$ cat src/rtl/mdr_mem_sequencer_pkg.sv
// Shared definitions for the MDR memory sequencer: state encoding, op encoding,
// MDR direction values and tie-pointer values.
package mdr_mem_sequencer_pkg;

   typedef enum logic [2:0] {
      ST_IDLE    = 3'd0,
      ST_ADDR    = 3'd1,
      ST_RWAIT   = 3'd2,
      ST_RLATCH  = 3'd3,
      ST_RDRIVE  = 3'd4,
      ST_WLOAD   = 3'd5,
      ST_WSTROBE = 3'd6,
      ST_WDONE   = 3'd7
   } seq_state_e;

   typedef enum logic {
      OP_RD = 1'b0,
      OP_WR = 1'b1
   } seq_op_e;

   localparam logic RM_READ   = 1'b0;
   localparam logic RM_WRITE  = 1'b1;

   localparam logic PTR_FETCH = 1'b0;
   localparam logic PTR_EXEC  = 1'b1;

endpackage

$ cat src/rtl/mdr_mem_sequencer_if.sv
// Request/handshake and MDR/RAM control bundle between the control unit and
// the sequencer.
interface mdr_mem_sequencer_if;

   logic iReqFetch;
   logic iReqExec;
   logic iWrExec;
   logic iUpper;
   logic oGrantExec;
   logic oBusy;
   logic oLmar;
   logic oLmdr;
   logic oRm;
   logic oEnBus;
   logic oEnUN;
   logic oMemWe;
   logic oAckFetch;
   logic oAckExec;

   modport master (
      output iReqFetch, iReqExec, iWrExec, iUpper,
      input  oGrantExec, oBusy, oLmar, oLmdr, oRm, oEnBus, oEnUN, oMemWe,
             oAckFetch, oAckExec
   );

   modport slave (
      input  iReqFetch, iReqExec, iWrExec, iUpper,
      output oGrantExec, oBusy, oLmar, oLmdr, oRm, oEnBus, oEnUN, oMemWe,
             oAckFetch, oAckExec
   );

endinterface

$ cat src/rtl/mdr_mem_sequencer_arb.sv
// Two-requester arbiter (bit 0 = fetch, bit 1 = exec); ties go to the side the
// pointer names and flip the pointer, single requests leave it alone.
module mdr_mem_sequencer_arb
   import mdr_mem_sequencer_pkg::*;
(
   input  logic       clk,
   input  logic       rst_n,
   input  logic       en,
   input  logic [1:0] req,
   output logic [1:0] grant
);

   logic ptr_q;
   logic ptr_d;

   always_comb begin
      grant = 2'b00;
      ptr_d = ptr_q;
      if (en) begin
         if (req == 2'b11) begin
            grant = (ptr_q == PTR_EXEC) ? 2'b10 : 2'b01;
            ptr_d = ~ptr_q;
         end else begin
            grant = req;
         end
      end
   end

   always_ff @(posedge clk) begin
      if (!rst_n) begin
         ptr_q <= PTR_FETCH;
      end else begin
         ptr_q <= ptr_d;
      end
   end

endmodule

$ cat src/rtl/mdr_mem_sequencer.sv
// Sequences one RAM transaction at a time through the MAR/MDR, shared between
// the fetch and execute requesters; all control outputs are Moore-decoded.
module mdr_mem_sequencer
   import mdr_mem_sequencer_pkg::*;
#(
   parameter int RD_WAIT  = 1,
   parameter int WR_PULSE = 1,
   parameter int CW       = 3
) (
   input logic                iClk,
   input logic                iRst_n,
   mdr_mem_sequencer_if.slave bus
);

   localparam logic [CW-1:0] RD_LOAD = CW'(RD_WAIT);
   localparam logic [CW-1:0] WR_LOAD = CW'(WR_PULSE);
   localparam logic [CW-1:0] CNT_ONE = CW'(1);

   seq_state_e    state_q, state_d;
   logic [CW-1:0] cnt_q, cnt_d;
   logic          own_exec_q, own_exec_d;
   seq_op_e       op_q, op_d;
   logic          upper_q, upper_d;
   logic          arb_en;
   logic [1:0]    grant;

   assign arb_en = (state_q == ST_IDLE);

   mdr_mem_sequencer_arb u_arb (
      .clk   (iClk),
      .rst_n (iRst_n),
      .en    (arb_en),
      .req   ({bus.iReqExec, bus.iReqFetch}),
      .grant (grant)
   );

   // Op flags are captured only at the grant; fetch is always a lower-byte read.
   always_comb begin
      state_d    = state_q;
      cnt_d      = cnt_q;
      own_exec_d = own_exec_q;
      op_d       = op_q;
      upper_d    = upper_q;
      case (state_q)
         ST_IDLE: begin
            if (grant != 2'b00) begin
               state_d    = ST_ADDR;
               own_exec_d = grant[1];
               op_d       = (grant[1] && bus.iWrExec) ? OP_WR : OP_RD;
               upper_d    = grant[1] && bus.iUpper;
            end
         end
         ST_ADDR: begin
            if (op_q == OP_WR) begin
               state_d = ST_WLOAD;
            end else if (RD_WAIT > 0) begin
               state_d = ST_RWAIT;
               cnt_d   = RD_LOAD;
            end else begin
               state_d = ST_RLATCH;
            end
         end
         ST_RWAIT: begin
            if (cnt_q == CNT_ONE) state_d = ST_RLATCH;
            else                  cnt_d   = cnt_q - CNT_ONE;
         end
         ST_RLATCH:  state_d = ST_RDRIVE;
         ST_RDRIVE:  state_d = ST_IDLE;
         ST_WLOAD: begin
            state_d = ST_WSTROBE;
            cnt_d   = WR_LOAD;
         end
         ST_WSTROBE: begin
            if (cnt_q == CNT_ONE) state_d = ST_WDONE;
            else                  cnt_d   = cnt_q - CNT_ONE;
         end
         ST_WDONE:   state_d = ST_IDLE;
         default:    state_d = ST_IDLE;
      endcase
   end

   always_ff @(posedge iClk) begin
      if (!iRst_n) begin
         state_q    <= ST_IDLE;
         cnt_q      <= '0;
         own_exec_q <= 1'b0;
         op_q       <= OP_RD;
         upper_q    <= 1'b0;
      end else begin
         state_q    <= state_d;
         cnt_q      <= cnt_d;
         own_exec_q <= own_exec_d;
         op_q       <= op_d;
         upper_q    <= upper_d;
      end
   end

   always_comb begin
      bus.oBusy      = (state_q != ST_IDLE);
      bus.oGrantExec = (state_q != ST_IDLE) && own_exec_q;
      bus.oLmar      = 1'b0;
      bus.oLmdr      = 1'b0;
      bus.oRm        = RM_READ;
      bus.oEnBus     = 1'b0;
      bus.oEnUN      = 1'b0;
      bus.oMemWe     = 1'b0;
      bus.oAckFetch  = 1'b0;
      bus.oAckExec   = 1'b0;
      case (state_q)
         ST_ADDR:    bus.oLmar = 1'b1;
         ST_RLATCH:  bus.oLmdr = 1'b1;
         ST_RDRIVE: begin
            bus.oEnBus    = ~upper_q;
            bus.oEnUN     = upper_q;
            bus.oAckFetch = ~own_exec_q;
            bus.oAckExec  = own_exec_q;
         end
         ST_WLOAD: begin
            bus.oLmdr = 1'b1;
            bus.oRm   = RM_WRITE;
         end
         ST_WSTROBE: begin
            bus.oRm    = RM_WRITE;
            bus.oMemWe = 1'b1;
         end
         ST_WDONE: begin
            bus.oRm       = RM_WRITE;
            bus.oAckFetch = ~own_exec_q;
            bus.oAckExec  = own_exec_q;
         end
         default: ;
      endcase
   end

endmodule

$ cat src/flat_wrapper.sv
// flat-port wrapper written by rule: the top's interface ports become plain ports
module mdr_mem_sequencer_flat import mdr_mem_sequencer_pkg::*;
#(
   parameter int RD_WAIT  = 1,
   parameter int WR_PULSE = 1,
   parameter int CW       = 3
)
  (iClk, iRst_n, bus_iReqFetch, bus_iReqExec, bus_iWrExec, bus_iUpper, bus_oGrantExec, bus_oBusy, bus_oLmar, bus_oLmdr, bus_oRm, bus_oEnBus, bus_oEnUN, bus_oMemWe, bus_oAckFetch, bus_oAckExec);
  mdr_mem_sequencer_if bus_i ();
  input logic iClk;
  input logic iRst_n;
  input wire logic [$bits(bus_i.iReqFetch)-1:0] bus_iReqFetch;
  input wire logic [$bits(bus_i.iReqExec)-1:0] bus_iReqExec;
  input wire logic [$bits(bus_i.iWrExec)-1:0] bus_iWrExec;
  input wire logic [$bits(bus_i.iUpper)-1:0] bus_iUpper;
  output wire logic [$bits(bus_i.oGrantExec)-1:0] bus_oGrantExec;
  output wire logic [$bits(bus_i.oBusy)-1:0] bus_oBusy;
  output wire logic [$bits(bus_i.oLmar)-1:0] bus_oLmar;
  output wire logic [$bits(bus_i.oLmdr)-1:0] bus_oLmdr;
  output wire logic [$bits(bus_i.oRm)-1:0] bus_oRm;
  output wire logic [$bits(bus_i.oEnBus)-1:0] bus_oEnBus;
  output wire logic [$bits(bus_i.oEnUN)-1:0] bus_oEnUN;
  output wire logic [$bits(bus_i.oMemWe)-1:0] bus_oMemWe;
  output wire logic [$bits(bus_i.oAckFetch)-1:0] bus_oAckFetch;
  output wire logic [$bits(bus_i.oAckExec)-1:0] bus_oAckExec;
  assign bus_i.iReqFetch = bus_iReqFetch;
  assign bus_i.iReqExec = bus_iReqExec;
  assign bus_i.iWrExec = bus_iWrExec;
  assign bus_i.iUpper = bus_iUpper;
  assign bus_oGrantExec = bus_i.oGrantExec;
  assign bus_oBusy = bus_i.oBusy;
  assign bus_oLmar = bus_i.oLmar;
  assign bus_oLmdr = bus_i.oLmdr;
  assign bus_oRm = bus_i.oRm;
  assign bus_oEnBus = bus_i.oEnBus;
  assign bus_oEnUN = bus_i.oEnUN;
  assign bus_oMemWe = bus_i.oMemWe;
  assign bus_oAckFetch = bus_i.oAckFetch;
  assign bus_oAckExec = bus_i.oAckExec;
  mdr_mem_sequencer #(.RD_WAIT(RD_WAIT), .WR_PULSE(WR_PULSE), .CW(CW)) u_core (.iClk(iClk), .iRst_n(iRst_n), .bus(bus_i));
endmodule
$ cat config.mk
export PLATFORM = sky130hd
export DESIGN_NAME = mdr_mem_sequencer_flat
export DESIGN_NICKNAME = d
export VERILOG_FILES = /design/src/rtl/mdr_mem_sequencer_pkg.sv /design/src/rtl/mdr_mem_sequencer_if.sv /design/src/rtl/mdr_mem_sequencer_arb.sv /design/src/rtl/mdr_mem_sequencer.sv /design/src/flat_wrapper.sv
export SDC_FILE = /design/constraint.sdc
export NUM_CORES = 1
export LEC_CHECK = 0
export CORE_UTILIZATION = 40
export CTS_BUF_LIST = sky130_fd_sc_hd__clkbuf_4
export CTS_CLUSTER_DIAMETER = 200
export DETAILED_ROUTE_END_ITERATION = 16
export MAX_ROUTING_LAYER = met4
export PLACE_DENSITY = 0.81
export SYNTH_ARGS = -nofsm -noshare
export SYNTH_HDL_FRONTEND = slang
export SYNTH_HIERARCHICAL = 1
export SYNTH_SLANG_ARGS = --single-unit
$ cat constraint.sdc
create_clock -name iClk -period 1.7 [get_ports iClk]
set_input_delay 0.34 -clock iClk [delete_from_list [all_inputs] [get_ports iClk]]
set_output_delay 0.34 -clock iClk [all_outputs]
set_load 0.1 [all_outputs]
# ---- After elaboration in Yosys (flattened, before gate mapping)
# Index checks and enable logic that the tools add are counted.
dict set report op_classes {
  n_addsub 1
  eq_ne 14
  muxes 20
  bitwise 3
  n_reduce_logical 15
}
# op count
set op_table {}
lappend op_table {{case mux 3 bit (7 select lines)} 1}
lappend op_table {{two-way mux 3 bit} 6}
lappend op_table {{equality test 3 bit, second input constant} 4}
lappend op_table {{two-way mux 1 bit} 9}
lappend op_table {{case mux 3 bit (3 select lines)} 1}
lappend op_table {{equality test 3 x 1 -> 1 bit, second input constant} 2}
lappend op_table {{equality test 3 x 2 -> 1 bit, second input constant} 2}
lappend op_table {{two-way mux 2 bit} 3}
lappend op_table {{!= test 2 bit, second input constant} 3}
lappend op_table {{AND reduction 3 bit} 2}
lappend op_table {{nonzero test 3 bit} 2}
lappend op_table {{OR reduction 2 bit} 3}
lappend op_table {{!= test 2 x 1 -> 1 bit, second input constant} 2}
lappend op_table {{AND reduction 2 bit} 2}
lappend op_table {{logical AND 1 bit} 3}
lappend op_table {{zero test 3 bit} 1}
lappend op_table {{inverter 1 bit} 3}
lappend op_table {{OR reduction 3 bit} 1}
lappend op_table {{subtractor 3 x 1 -> 3 bit, second input constant} 1}
lappend op_table {{equality test 2 bit, second input constant} 1}
lappend op_table {{nonzero test 2 bit} 1}
dict set report word_totals {
  register_bits 10
  word_cells 59
}

# ---- Logic depth before layout (Yosys ltp)
# Gate-level depths: netlist of run 1.
dict set report depth {
  word_depth 6
  ltp_mapped 8
  mapped_depth_nobuf 7
}

# ---- Hierarchy
# The synthesis of run 1 kept the hierarchy.
# module n_inst cells_each area_per_inst_um2
set modules_own_cells {}
lappend modules_own_cells {mdr_mem_sequencer 1 69 549.3}
lappend modules_own_cells {mdr_mem_sequencer_arb 1 10 66.3}

# ---- Least setup slack after synthesis of run 1
# No wires, ideal clock.
dict set report synth_timing {
  path_type {reg-to-output}
  start {reg u_core.state_q[2]}
  end {out bus_oEnBus}
  arrival_ns 3.399
  required_ns 1.360
  slack_ns -2.039
  stages_incl_launch_ff 4
  cell_sequence {dfxtp_1 buf_2 inv_1 nor4_1}
}
dict set report synth_via {
  elab_chain_cells 2
}
# item line_no
set synth_lines {}
lappend synth_lines {{from (decl)} mdr_mem_sequencer.sv:19} ;# seq_state_e state_q, state_d;
lappend synth_lines {{from (signal assigned)} mdr_mem_sequencer.sv:90} ;# state_q <= state_d;
lappend synth_lines {{equality test 3 bit} mdr_mem_sequencer.sv:109} ;# case (state_q)
lappend synth_lines {{two-way mux 1 bit} mdr_mem_sequencer.sv:109}
lappend synth_lines {{to (decl)} flat_wrapper.sv:21} ;# output wire logic [$bits(bus_i.oEnBus)-1:0] bus_oEnBus;
# Every way passes these cells.

# ---- Worst setup path in the final report of run 1
dict set report layout_timing {
  start {reg u_core.state_q[0]}
  end {out bus_oGrantExec}
}
dict set report layout_via {
  elab_chain_cells 2
}
# item line_no
set layout_lines {}
lappend layout_lines {{nonzero test 3 bit} mdr_mem_sequencer.sv:100} ;# bus.oGrantExec = (state_q != ST_IDLE) && own_exec_q;
lappend layout_lines {{logical AND 1 bit} mdr_mem_sequencer.sv:100}
lappend layout_lines {{to (decl)} flat_wrapper.sv:16} ;# output wire logic [$bits(bus_i.oGrantExec)-1:0] bus_oGrantExec;
# Every way passes these cells.

==> results of run 1 <==
[logic make-up after synthesis]
family                   synth area share (%)
adder cells (fa/ha/maj)                  4.06
AO/OA/AOI/OAI                            17.7
AND/OR/NAND/NOR                          31.9
multiplexers                             3.25
buffers and inverters                    9.15
XOR/XNOR                                 1.42
flip-flops                               32.5
[synthesized netlist by cell type (all sizes together) (2+ instances only)]
library cell	n
o31a	2
dfxtp	10
inv	6
buf	3
mux2i	2
nand2b	3
o22ai	2
a21boi	2
nor2	12
ha	2
o21ai	2
nand2	9
a21oi	4
nand3	3
nor4	2
[path summary, 6_finish.rpt]
kind / start / endpoint / slack [ns] / depth (start not counted)
worst max register to register: u_core/state_q[0]$_SDFFE_PN0P_ / u_core/op_q$_SDFFE_PN0P_ / 0.10 / 8
worst min-delay path: u_core/cnt_q[1]$_SDFFE_PN0P_ / u_core/cnt_q[1]$_SDFFE_PN0P_ / 0.47 / 2
worst max-delay path: u_core/state_q[0]$_SDFFE_PN0P_ / bus_oGrantExec / 0.03 / 4
worst min register to register: u_core/cnt_q[1]$_SDFFE_PN0P_ / u_core/cnt_q[1]$_SDFFE_PN0P_ / 0.47 / 2
[flip-flops by register name, summed over array words and instances (netlist names)]
signal,cells
u_core/cnt_q,3
u_core/op_q,1
u_core/own_exec_q,1
u_core/state_q,3
u_core/u_arb/ptr_q,1
u_core/upper_q,1
[through the flow]
step	hold WS [ns]	worst slack (ns)	instances	total power, mW
6_report	0.466	0.0287	122	1.95
5_1_grt	0.479	-0.0174	122	2.06
4_1_cts	0.460	-0.00227	115	1.79
3_5_place_dp	0.450	0.123	109	1.55
3_3_place_gp	0.450	0.154	109	1.53
2_1_floorplan	0.435	-0.209	79	1.23
[layout make-up]
class | count | area (sq um)
fill | 74 | 265
clock buffer | 3 | 22.5
multi-input combinational | 58 | 457
tap | 15 | 18.8
clock inverter | 1 | 3.75
sequential | 10 | 211
timing repair buffer | 28 | 352
inverter | 7 | 36.3
[what timing repair did]
| action | CTS | global route |
|---|---|---|
| gates cloned | 0 | 0 |
| setup buffers | 2 | 7 |
| endpoints found under the setup margin | 5 | 8 |
| gates resized for setup | 3 | 9 |
| pin swaps | 1 | 3 |
[metal layers]
metal,track usage [%],wire [microns]
met5,-,0
met4,12.1,13
met2,32.8,782
met1,24.4,671
met3,3.26,34
[worst min-delay path, stage by stage (launching register included)]
cell	delay (ns)
dfxtp_1	0.31
nand2_1	0.05
o31ai_1	0.06
[placed cells by master (no fill, tap or decap), types with 2 or more instances in the layout]
cell type and count:
nor2_1 5, clkbuf_4 3, clkdlybuf4s50_1 5, dfxtp_1 7, o31a_1 2, buf_4 12
nor2_4 3, nand2b_4 2, o22ai_1 2, ha_1 2, nand2_1 7, buf_12 10
o21ai_0 2, dfxtp_4 3, inv_1 5, nand3_1 2, mux2i_1 2, nor2_2 4
a21oi_1 2
[power by group through the flow]
stage	clock network (mW)	registers [mW]	logic [mW]
final	0.163	0.407	1.38
after global routing	0.189	0.418	1.45
after CTS	0.169	0.396	1.22
after detailed placement	0	0.396	1.16
after global placement	0	0.391	1.14
after floorplan	0	0.347	0.885
==> summary.txt, run 1 <==
Run status
  – Outcome: completed

Global routing
  – Initial antenna violation count: 0
  – GRT Util Overall: between 20% and 30%
  – Vias in the first global route: ~530
  – Gr ovfl total: 0
  – First-pass GRT wire length: between 2 and 2.5 mm
  – Largest net degree at the start of global routing: 14

Layout
  – Fraction of layout cells with a size suffix above 1: between 40% and 50%
  – Cell area after layout: around 1100 sq um
  – Fin util: just over 80%
  – N_diodes: 0
  – Area growth, synth to finish: 78.9%
  – Nets@finish: about 120

STA
  – Worst rel slew slack: about three quarters
  – RSZ-0062 raised after global routing: yes
  – Slew @ Worst Pin: ~0.36 ns
  – Setup Total Neg Slack: 0 ns
  – Fin Clk Skew: roughly 0.010 ns
  – Final setup vio count: 0
  – Minimum clock period: 1.67 ns
  – Final hold violations: 0
  – Max-slew violations: 0
  – Final worst path period share: a little over nine tenths
  – Max Freq: 598 MHz

Worst setup path
  – Critical path buffer and inverter count: 2
  – Critical Path Source Type: flop
  – Slowest-stage cell, CP: or3_4
  – Worst EP required: 1.36 ns
  – Critical path class: flop to output port
  – Critical-path cell list: or3_4, clkinv_4, nor2_4, buf_12
  – Crit path max fanout: 7
  – Top delay family on crit path: simple AND/OR/NAND/NOR gates
  – Crit path DAT: around 1.3 ns
  – Worst setup EP type: output port
  – Max stage delay on crit path: ~0.42 ns

Place
  – Gp weighted congestion: approximately 0.82
  – Dpl cell area: between 900 and 1000 sq um
  – Port Buf Inserts: 15

Die
  – Die Area: ~1700 sq um
  – Boundary Pins: 16
  – DIE HEIGHT: a little over 40 microns
  – Die width: between 40 and 50 microns
  – Initial Utilization: a little under half
  – Core Area: about 1400 sq um
  – Cell Rows: 13

Routing
  – DRC: 0
  – Initial DRC count: 7
  – Drt pass-1 iters: 2
  – Final antenna-violating net count: 0
  – Via density: around 5.2
  – Wirelength per Cell: between 10 and 15 microns
  – Routed Wire Length: between 1.5 and 2 mm
  – Vias: 629

CTS
  – Worst skew pair latency: between 0.2 and 0.3 ns
  – Register clock-pin slew on the reported worst setup and hold paths: ~0.07 ns
  – TritonCTS clock tree: built
  – H-Tree Depth: 1
  – CTS sink count: 10
  – CTS Buf Count: 3
  – Cell at the root of the clock tree: clkbuf_4
  – Maximum root-to-sink buffer count: 2
  – # hold bufs at CTS: 0

Synth
  – Syn Inst Count: a little under 80
  – Sequential area share after synthesis: between 30% and 40%
  – Area fraction of the dominant cell type after synthesis: between 30% and 40%
  – Post-synthesis instance area: 616 sq um
  – Yosys top cell by area: dfxtp_1
  – Flops & latches, synth: 10
  – Netlist cell types: 33
  – Asr flop ratio synth: 0%
  – Prevailing post-synth register cell: dfxtp_1
  – Yosys Warn Count: 6
  – Top cells by area, synth: dfxtp_1 33%, nor2_1 7.3%, nand2_1 4.9%, ha_1 4.1%, inv_1 3.7%
  – Post-synth EDFFs: 0
  – Syn Area/Cell: roughly 7.8 sq um
  – Synth Net Count: a little under 90

Pwr
  – Power Dens Cells: approximately 1800 nW/um^2
  – Switching share of total power: 49.4%
  – Net Switching: roughly 0.96 mW
  – Share of power burned in registers: between 20% and 30%
  – Worst vdd ir: approximately 1.1 mV
  – Int Pwr: between 0.9 and 1 mW
  – Clock group share of total power: 8.4%
  – Pleak: roughly 0.43 nW
  – Combinational power share: a little over two thirds

Run
  – Max Cap Viol: 0

Min path
  – Worst hold path type: flop to flop
(Power assumes the default switching activity.)
==> inputs of run 2 (changes only) <==
--- a/config.mk
+++ b/config.mk
@@ -5,6 +5,7 @@
 export SDC_FILE = /design/constraint.sdc
 export NUM_CORES = 1
 export LEC_CHECK = 0
+export CORE_MARGIN = 4
 export CORE_UTILIZATION = 40
 export CTS_BUF_LIST = sky130_fd_sc_hd__clkbuf_4
 export CTS_CLUSTER_DIAMETER = 200
==> summary.txt, run 2 (same netlist as run 1, synthesis figures left out) <==
Run status
  – Outcome: completed (unchanged)

Routing
  – Via density: 5.24 (was 5.16)
  – Routed Wire Length: 1.52 mm (was 1.50 mm)
  – Vias: 613 (was 629)
  – Wirelength per Cell: 13.0 microns (was 12.3 microns)
  – Drt pass-1 iters: 4 (was 2)
  – Final antenna-violating net count: 0 (unchanged)
  – DRC: 0 (unchanged)
  – Initial DRC count: 11 (was 7)

Layout
  – Nets@finish: 112 (was 116)
  – Most common cell after layout, fill and taps aside: buf_12 (was buf_4)
  – Cell area after layout: 1050 sq um (was 1100 sq um)
  – Largest regs: u_core/cnt_q: 3 flops, u_core/state_q: 3 flops (unchanged)
  – Fraction of layout cells with a size suffix above 1: 43.1% (was 46.7%)
  – Area of the multi-input gates: 442 sq um (was 457 sq um)
  – N_diodes: 0 (unchanged)
  – FF/Latch Area: 209 sq um (was 211 sq um)
  – Most frequent cells in the layout: 10 x buf_12, 8 x buf_4, 7 x nand2_1, 7 x dfxtp_1 (was 12 x buf_4, 10 x buf_12, 7 x nand2_1, 7 x dfxtp_1)
  – Filler cell count: 95 (was 74)
  – Area growth, synth to finish: 70.7% (was 78.9%)

STA
  – Worst rel slew slack: 75.6% (was 76.1%)
  – Final hold violations: 0 (unchanged)
  – Setup Total Neg Slack: 0 ns (unchanged)
  – Final setup vio count: 0 (unchanged)
  – Fin Clk Skew: 0.00451 ns (was 0.0105 ns)
  – Final worst path period share: 97.5% (was 98.3%)
  – Max-slew violations: 0 (unchanged)
  – Slew @ Worst Pin: 0.366 ns (was 0.359 ns)
  – RSZ-0062 raised after global routing: yes (unchanged)
  – Setup ws final: 0.0420 ns (was 0.0287 ns)
  – Max Freq: 603 MHz (was 598 MHz)
  – Minimum clock period: 1.66 ns (was 1.67 ns)

Worst setup path
  – Slowest-stage cell, CP: or3_4 (unchanged)
  – Critical Path Source Type: flop (unchanged)
  – FF-to-FF Start: u_core/state_q[0]$_SDFFE_PN0P_ (unchanged)
  – Crit path max fanout: 6 (was 7)
  – Critical path buffer and inverter count: 2 (unchanged)
  – Crit path DAT: 1.32 ns (was 1.33 ns)
  – CP startpoint: u_core/state_q[0]$_SDFFE_PN0P_ (unchanged)
  – Critical path class: flop to output port (unchanged)
  – Worst EP required: 1.36 ns (about the same)
  – Critical-path cell list: or3_4, clkinv_4, nor2_4, buf_12 (unchanged)
  – Max stage delay on crit path: 0.43 ns (was 0.42 ns)
  – Worst setup EP type: output port (unchanged)
  – Top delay family on crit path: simple AND/OR/NAND/NOR gates (unchanged)

Die
  – Cell Rows: 13 (unchanged)
  – Core Area: 1370 sq um (unchanged)
  – Die Area: 2230 sq um (was 1700 sq um)
  – Initial Utilization: 45.1% (unchanged)
  – Boundary Pins: 16 (unchanged)
  – DIE HEIGHT: 47.2 microns (was 41.2 microns)
  – Die width: 47.2 microns (was 41.2 microns)

Pwr
  – Int Pwr: 0.950 mW (was 0.987 mW)
  – Total power: 1.88 mW (was 1.95 mW)
  – Power Dens Cells: 1790 nW/um^2 (was 1770 nW/um^2)
  – Share of power burned in registers: 21.4% (was 20.9%)
  – Worst vdd ir: 1.18 mV (was 1.10 mV)
  – Combinational power share: 70.6% (was 70.8%)
  – Pleak: 0.415 nW (was 0.431 nW)
  – Net Switching: 0.932 mW (was 0.962 mW)
  – Switching share of total power: 49.5% (was 49.4%)
  – Clock group share of total power: 8.0% (was 8.4%)

CTS
  – CTS Buf Count: 3 (unchanged)
  – CTS sink count: 10 (unchanged)
  – TritonCTS clock tree: built (unchanged)
  – Register clock-pin slew on the reported worst setup and hold paths: 0.05 ns (was 0.07 ns)
  – H-Tree Depth: 1 (unchanged)
  – Cell at the root of the clock tree: clkbuf_4 (unchanged)
  – Worst skew pair latency: 0.26 ns (about the same)
  – # hold bufs at CTS: 0 (unchanged)
  – Maximum root-to-sink buffer count: 2 (unchanged)

Global routing
  – Vias in the first global route: 603 (was 533)
  – Largest net degree at the start of global routing: 14 (unchanged)
  – First-pass GRT wire length: 2.44 mm (was 2.21 mm)
  – Initial antenna violation count: 0 (unchanged)
  – GRT Util Overall: 16.2% (was 20.6%)
  – Gr ovfl total: 0 (unchanged)

Min path
  – Worst hold path type: flop to flop (unchanged)
  – HP Start: u_core/cnt_q[1]$_SDFFE_PN0P_ (unchanged)

Place
  – Post-DP HPWL: around 1.2 mm
  – Port Buf Inserts: 15 (unchanged)
  – Dpl cell area: 958 sq um (unchanged)
  – Worst Setup Slack post-DPL: 0.0943 ns (was 0.123 ns)
  – Gp weighted congestion: 0.772 (was 0.819)

Run
  – Max Cap Viol: 0 (unchanged)
-- run 2: what timing repair did --
item	4_1_cts	5_1_grt
cloned	0	0
pin swaps	1	1
gates resized for setup	5	3
buffers inserted	3	2
endpoints found under the setup margin	6	7
-- run 2: worst min-delay path, stage by stage, from the launching register on --
cell	delay, ns
dfxtp_1	0.31
nand2_1	0.06
o31ai_1	0.06
-- run 2: cell type report --
cell class | count | share of cell area (%)
Inverter | 7 | 3.45
Multi-Input combinational cell | 58 | 42.0
Clock buffer | 3 | 2.14
Tap cell | 15 | 1.79
Sequential cell | 10 | 19.9
Timing Repair Buffer | 24 | 30.7
-- run 2: metal layers --
metal	vias to the layer above	track usage [%]	routed length, microns
li1	316	-	-
met1	278	16.0	639
met2	15	27.8	762
met3	4	4.21	84
met4	0	9.94	34
met5	-	-	0
-- run 2: final timing paths --
path | slack [ns] | depth (start not counted) | to
worst max-delay path | 0.04 | 4 | bus_oGrantExec
worst min-delay path | 0.48 | 2 | u_core/cnt_q[1]$_SDFFE_PN0P_
worst max register to register | 0.04 | 8 | u_core/op_q$_SDFFE_PN0P_
worst min register to register | 0.48 | 2 | u_core/cnt_q[1]$_SDFFE_PN0P_
-- run 2: per-stage QoR --
step                      hold slack [ns]  std cells  utilization, %
final                               0.483        117            76.9
after global routing                0.498        117            76.9
after CTS                           0.474        115            74.4
after detailed placement            0.466        109            70.1
after global placement              0.447        109            70.1
after floorplan                     0.435         79               -
-- run 2: power groups by stage --
stage          Combinational (mW)  Clock (mW)  Sequential, mW
2_1_floorplan               0.885           0           0.347
3_3_place_gp                 1.14           0           0.395
3_5_place_dp                 1.18           0           0.398
4_1_cts                      1.26       0.158           0.404
5_1_grt                      1.41       0.169           0.412
6_report                     1.33       0.151           0.402
